<file path="config.mk">
export PLATFORM = sky130hd
export DESIGN_NAME = fetch_ctrl
export DESIGN_NICKNAME = d
export VERILOG_FILES = /design/src/rtl/fetch_pkg.sv /design/src/rtl/fetch_ctrl.sv
export SDC_FILE = /design/constraint.sdc
export NUM_CORES = 1
export LEC_CHECK = 0
export ABC_AREA = 1
export CAP_MARGIN = 15
export CORE_AREA = 4 4 133 135
export CTS_CLUSTER_DIAMETER = 200
export DETAILED_ROUTE_END_ITERATION = 10
export DIE_AREA = 0 0 137 139
export PLACE_DENSITY = 0.75
export SLEW_MARGIN = 20
export SYNTH_ARGS = -nofsm -noshare
export SYNTH_HDL_FRONTEND = slang
export SYNTH_SLANG_ARGS = --single-unit
</file>
<file path="constraint.sdc">
create_clock -name clk -period 1.4 [get_ports clk]
set_input_delay 0.28 -clock clk [delete_from_list [all_inputs] [get_ports clk]]
set_output_delay 0.28 -clock clk [all_outputs]
set_load 0.02 [all_outputs]
</file>
<file path="src/rtl/fetch_pkg.sv">
// rtl/fetch_pkg.sv - widths, state encoding and PC helper shared by fetch and decode
`timescale 1ns/1ps
package fetch_pkg;

  localparam int PC_W    = 30;
  localparam int INSTR_W = 32;
  localparam int IF_ID_W = PC_W + INSTR_W;

  typedef enum logic [1:0] {
    IDLE  = 2'd0,
    FETCH = 2'd1,
    DRAIN = 2'd2,
    HALT  = 2'd3
  } fetch_state_e;

  // Word-address increment; wraps naturally at the top of the 30-bit space.
  function automatic logic [PC_W-1:0] pc_next(input logic [PC_W-1:0] pc);
    return pc + PC_W'(1);
  endfunction

endpackage

</file>
<file path="src/rtl/fetch_ctrl.sv">
// rtl/fetch_ctrl.sv - instruction fetch sequencer: PC, imem req/ack, IF/ID output register
`timescale 1ns/1ps
module fetch_ctrl
  import fetch_pkg::*;
#(
  parameter logic [PC_W-1:0] RESET_PC = 30'd0
) (
  input  logic                clk,
  input  logic                reset,
  output logic                imem_req,
  output logic [PC_W-1:0]     imem_addr,
  input  logic                imem_ack,
  input  logic [INSTR_W-1:0]  imem_rdata,
  output logic [IF_ID_W-1:0]  IF_ID_BUS,
  output logic                if_valid,
  input  logic                id_ready,
  input  logic                redirect_valid,
  input  logic [PC_W-1:0]     redirect_pc,
  input  logic                halt,
  output logic                halted
);

  fetch_state_e         r_state;
  logic [PC_W-1:0]      r_pc;
  logic                 r_pending;
  logic [PC_W-1:0]      r_req_addr;
  logic                 r_if_valid;
  logic [IF_ID_W-1:0]   r_if_id;

  logic                 w_issue;
  logic                 w_fire;
  logic                 w_deliver;
  logic                 w_consume;

  // Issue only when the output register is guaranteed to have room for the returning word.
  always_comb begin
    w_issue   = (r_state == FETCH) && !r_pending && !halt && (!r_if_valid || id_ready);
    imem_req  = r_pending || w_issue;
    imem_addr = r_pending ? r_req_addr : r_pc;
    w_fire    = imem_req && imem_ack;
    // Acks in DRAIN belong to a squashed path; a redirect also kills same-cycle data.
    w_deliver = w_fire && (r_state == FETCH) && !redirect_valid;
    w_consume = r_if_valid && id_ready;
  end

  // Track the single outstanding request and hold its address until the ack.
  always_ff @(posedge clk or negedge reset) begin
    if (!reset) begin
      r_pending  <= 1'b0;
      r_req_addr <= RESET_PC;
    end else begin
      r_pending <= imem_req && !imem_ack;
      if (imem_req) begin
        r_req_addr <= imem_addr;
      end
    end
  end

  // PC: redirect wins; otherwise advance once per delivered instruction.
  always_ff @(posedge clk or negedge reset) begin
    if (!reset) begin
      r_pc <= RESET_PC;
    end else if (redirect_valid) begin
      r_pc <= redirect_pc;
    end else if (w_deliver) begin
      r_pc <= pc_next(r_pc);
    end
  end

  // Output register: squash beats load, load beats consume.
  always_ff @(posedge clk or negedge reset) begin
    if (!reset) begin
      r_if_valid <= 1'b0;
      r_if_id    <= '0;
    end else if (redirect_valid) begin
      r_if_valid <= 1'b0;
    end else if (w_deliver) begin
      r_if_valid <= 1'b1;
      r_if_id    <= {imem_addr, imem_rdata};
    end else if (w_consume) begin
      r_if_valid <= 1'b0;
    end
  end

  // Sequencing FSM; a redirect with an unanswered request must drain the stale ack first.
  always_ff @(posedge clk or negedge reset) begin
    if (!reset) begin
      r_state <= IDLE;
    end else begin
      unique case (r_state)
        IDLE: begin
          r_state <= halt ? HALT : FETCH;
        end
        FETCH: begin
          if (redirect_valid && imem_req && !imem_ack) begin
            r_state <= DRAIN;
          end else if (halt && !r_pending) begin
            r_state <= HALT;
          end
        end
        DRAIN: begin
          if (imem_ack) begin
            r_state <= halt ? HALT : FETCH;
          end
        end
        HALT: begin
          if (!halt) begin
            r_state <= FETCH;
          end
        end
        default: r_state <= IDLE;
      endcase
    end
  end

  assign IF_ID_BUS = r_if_id;
  assign if_valid  = r_if_valid;
  assign halted    = (r_state == HALT);

endmodule

</file>
==> qor.yml <==
status: "complete, but fails checks"
violations: "setup timing"
synth_top_cell_area_share: 0.5137
hold_viol: 0
power.net_switching_uw: 8694
initial_utilization: 0.3728
max_slew_margin: 0.7494
htreeDepth: 4
swShare: 0.3992
grt.met2_usage: 0.3752
setup.worst_path.start_class: "register"
drtAntennaViolNets: 0
finalPower_uw: 21780
core_mm2: 0.01647
insertedDiodeCount: 0
fmax_ghz: 0.5359
routed_wl_mm: 23.42
layout-drive-gt1-share: 0.2978
yosys_warnings: 0
yosysSeqAreaShare: 0.5137
cts-root-buf: "clkbuf_16"
pwr-share-seq: 0.273
combPwrFrac: 0.537
clock_skew_ns: 0.008834
ys_ff_latch: 126
ff2ff_setup_slack_ns: -0.45
crit_type: "reg -> out"
p_leak_uw: 0.006055
rsz0062_at_grt: "true"
finalCritPeriodShare: 1.333
intPower_uw: 13090
cp.required_ns: 1.12
slowest_delay_ns: 0.40
dp_hpwl_mm: 14.02
syn_inst: 851
cp.arrival_ns: 1.59
syn-num-nets: 920
grt_util_met3: 0.05479
synth_flop_cell: "dfrtp_1"
period_minus_slack_ns: 1.866
ys_types: 24
grt.total_usage: 0.2259
top_usage_layer: "met2"
drv_slew: 0
vias_per_cell: 4.884
p_clk_frac: 0.189
clk-insertion-delay-late_ns: 0.42
synth_edf_count: 0
die-area_mm2: 0.01904
cts_sinks: 126
clockBufferDepth: 2
rows: 47
synthTopCellsByArea: "dfrtp_1, nand2_1, o21ai_0"
setup_viol: 158
cp_max_fo: 9
grt_max_degree: 36
port_buffers: 162
multi_input_area_mm2: 0.003087
firstDrtPassIters: 5
final_util: 0.6612
die_w_um: 137
cp_common_cell: "buf_4"
hp-class: "in -> async"
grt_pass1_vias: 6688
ir_drop_mv: 0.9854
dr.first_iter.drc_count: 560
grt_pass1_wl_mm: 33.61
grtUsageMet1: 0.2807
worstPathCellList: "buf_4 > buf_4 > nand2_1 > o21ai_1 > buf_4"
num_vias: 6847
nNetsFinal: 1239
fillers: 1346
cp_slowest_cell: "dfrtp_1"
whs_ns: 0.3576
post_dp_cell_area_mm2: 0.009026
finalWorstSetupSlack_ns: -0.4659
grt_remaining_overflow: 0
antenna_found_initial: 0
wl_per_cell_um: 16.71
reg2reg_depth: 14
place_congestion: 0.8997
power_density_mw_per_mm2: 2000
cts_made_buffers: 17
synth.largest_area_cell: "dfrtp_1"
stdcell_area_mm2: 0.01089
cts_tree: "yes"
drc: 0
die_h_um: 139
avgSynthCellArea_um2: 7.213
syn_to_final_growth_pct: 77.37
worstMarginPinSlew_ns: 0.3731
clk_pin_slew_worst_paths_ns: 0.06
cap_violations: 0
synthArstFlopShare: 1.000
ff_latch_area_mm2: 0.003154
netlist_area_mm2: 0.006138
boundaryPins: 163
cp-end-kind: "output port"
==> cell usage after synthesis (2+ instances only) <==
cell type  number
dfrtp_1       126
nand2_1       464
o211ai_1        3
nand2_2         2
inv_2           2
buf_1           3
nor3_1          2
nor2_1         55
clkbuf_1       20
inv_1          46
o21ai_0        48
nand3_1        46
buf_2           4
or2_2           3
buf_4           8
xor2_1         10
a21oi_1         2
==> registers in the layout, summed over array words and instances (netlist names) <==
| register | cells |
|---|---|
| r_state | 2 |
| r_pc | 30 |
| if_valid | 1 |
| r_req_addr | 30 |
| r_pending | 1 |
| IF_ID_BUS | 62 |
==> metrics by stage <==
step / setup slack, ns / setup TNS [ns] / cells
after detailed placement: -0.6007 / -76.93 / 1331
after global routing: -0.5345 / -72.28 / 1402
final: -0.4659 / -59.21 / 1402
after floorplan: -0.08018 / -4.555 / 851
after CTS: -0.4540 / -69.97 / 1390
after global placement: -0.5420 / -71.10 / 1331
==> kinds of logic (layout without fill, tap and decap cells) <==
logic type / Yosys count / count (layout) / share of synthesized area
and+or+nand+nor: 575 / 575 / 0.3655
DFF: 126 / 126 / 0.5137
buffers and inverters: 83 / 414 / 0.05646
AOI/OAI and AO/OA: 55 / 55 / 0.04668
xor gates and xnor gates: 11 / 11 / 0.01569
adders and majority gates: 1 / 1 / 0.002038
==> power groups by stage <==
stage | logic [uW] | registers [uW] | clock network [uW]
after global routing | 12500 | 6100 | 4400
after floorplan | 3330 | 6920 | 0
final | 11700 | 5950 | 4130
after detailed placement | 9310 | 5900 | 0
after global placement | 9120 | 5830 | 0
after CTS | 10600 | 5870 | 4190
==> area by class of cell <==
type,instances,area share
clock inverters,11,0.008619
repair buffers,335,0.3314
multi-input cells,642,0.2835
well taps,220,0.02528
clock buffers,20,0.04194
flip-flops and latches,126,0.2897
inverters,48,0.01954
==> critical path: cells and delay by family, from the launching register on <==
kind                   cells  cell delay [ns]
buffers and inverters      3             0.57
DFF                        1             0.40
AOI/OAI and AO/OA          1             0.15
and+or+nand+nor            1             0.05
==> final timing paths <==
kind	endpoint	startpoint
hold / removal	r_req_addr[4]$_DFFE_PN0N_	reset
setup / recovery	imem_addr[18]	r_pending$_DFF_PN0_
max in group asynchronous	IF_ID_BUS[37]$_DFFE_PN0P_	reset
setup reg to reg	IF_ID_BUS[22]$_DFFE_PN0P_	r_pending$_DFF_PN0_
hold reg to reg	IF_ID_BUS[55]$_DFFE_PN0P_	IF_ID_BUS[55]$_DFFE_PN0P_
min in group clk	IF_ID_BUS[31]$_DFFE_PN0P_	imem_rdata[31]
==> layer usage <==
metal / vias up / wire (um)
met1: 3248 / 9354
met4: 0 / 788
met5: - / 0
li1: 3259 / -
met3: 59 / 1674
met2: 281 / 11610
==> repair_timing <==
action	in CTS	in global routing
setup endpoints to repair	221	216
buffers inserted	17	4
endpoints found under the hold margin	16	0
pin swaps	13	15
hold buffers	1	0
resized for setup	282	154
gates cloned	10	8
==> cells in the final DEF, fill, tap and decap left out, types with 2 or more instances in the layout <==
master / count
nand2_1: 409
buf_4: 131
dfrtp_1: 125
clkdlybuf4s50_1: 66
dlymetal6s2s_1: 54
nor2_1: 50
inv_1: 41
nand2_2: 41
nand3_1: 38
buf_6: 34
clkbuf_16: 24
o21ai_2: 19
o21ai_1: 18
nand2_4: 15
buf_12: 15
xor2_1: 10
clkdlybuf4s15_2: 10
buf_16: 9
nand3_2: 7
o21ai_4: 6
o21ai_0: 5
clkinv_2: 5
nor2_4: 4
clkinvlp_4: 4
clkbuf_2: 4
inv_2: 3
or2_2: 3
o211ai_1: 3
nor2_2: 3
clkinv_8: 2
nor3_1: 2
clkbuf_8: 2
clkdlybuf4s15_1: 2
Power figures use the tool's default switching activity.
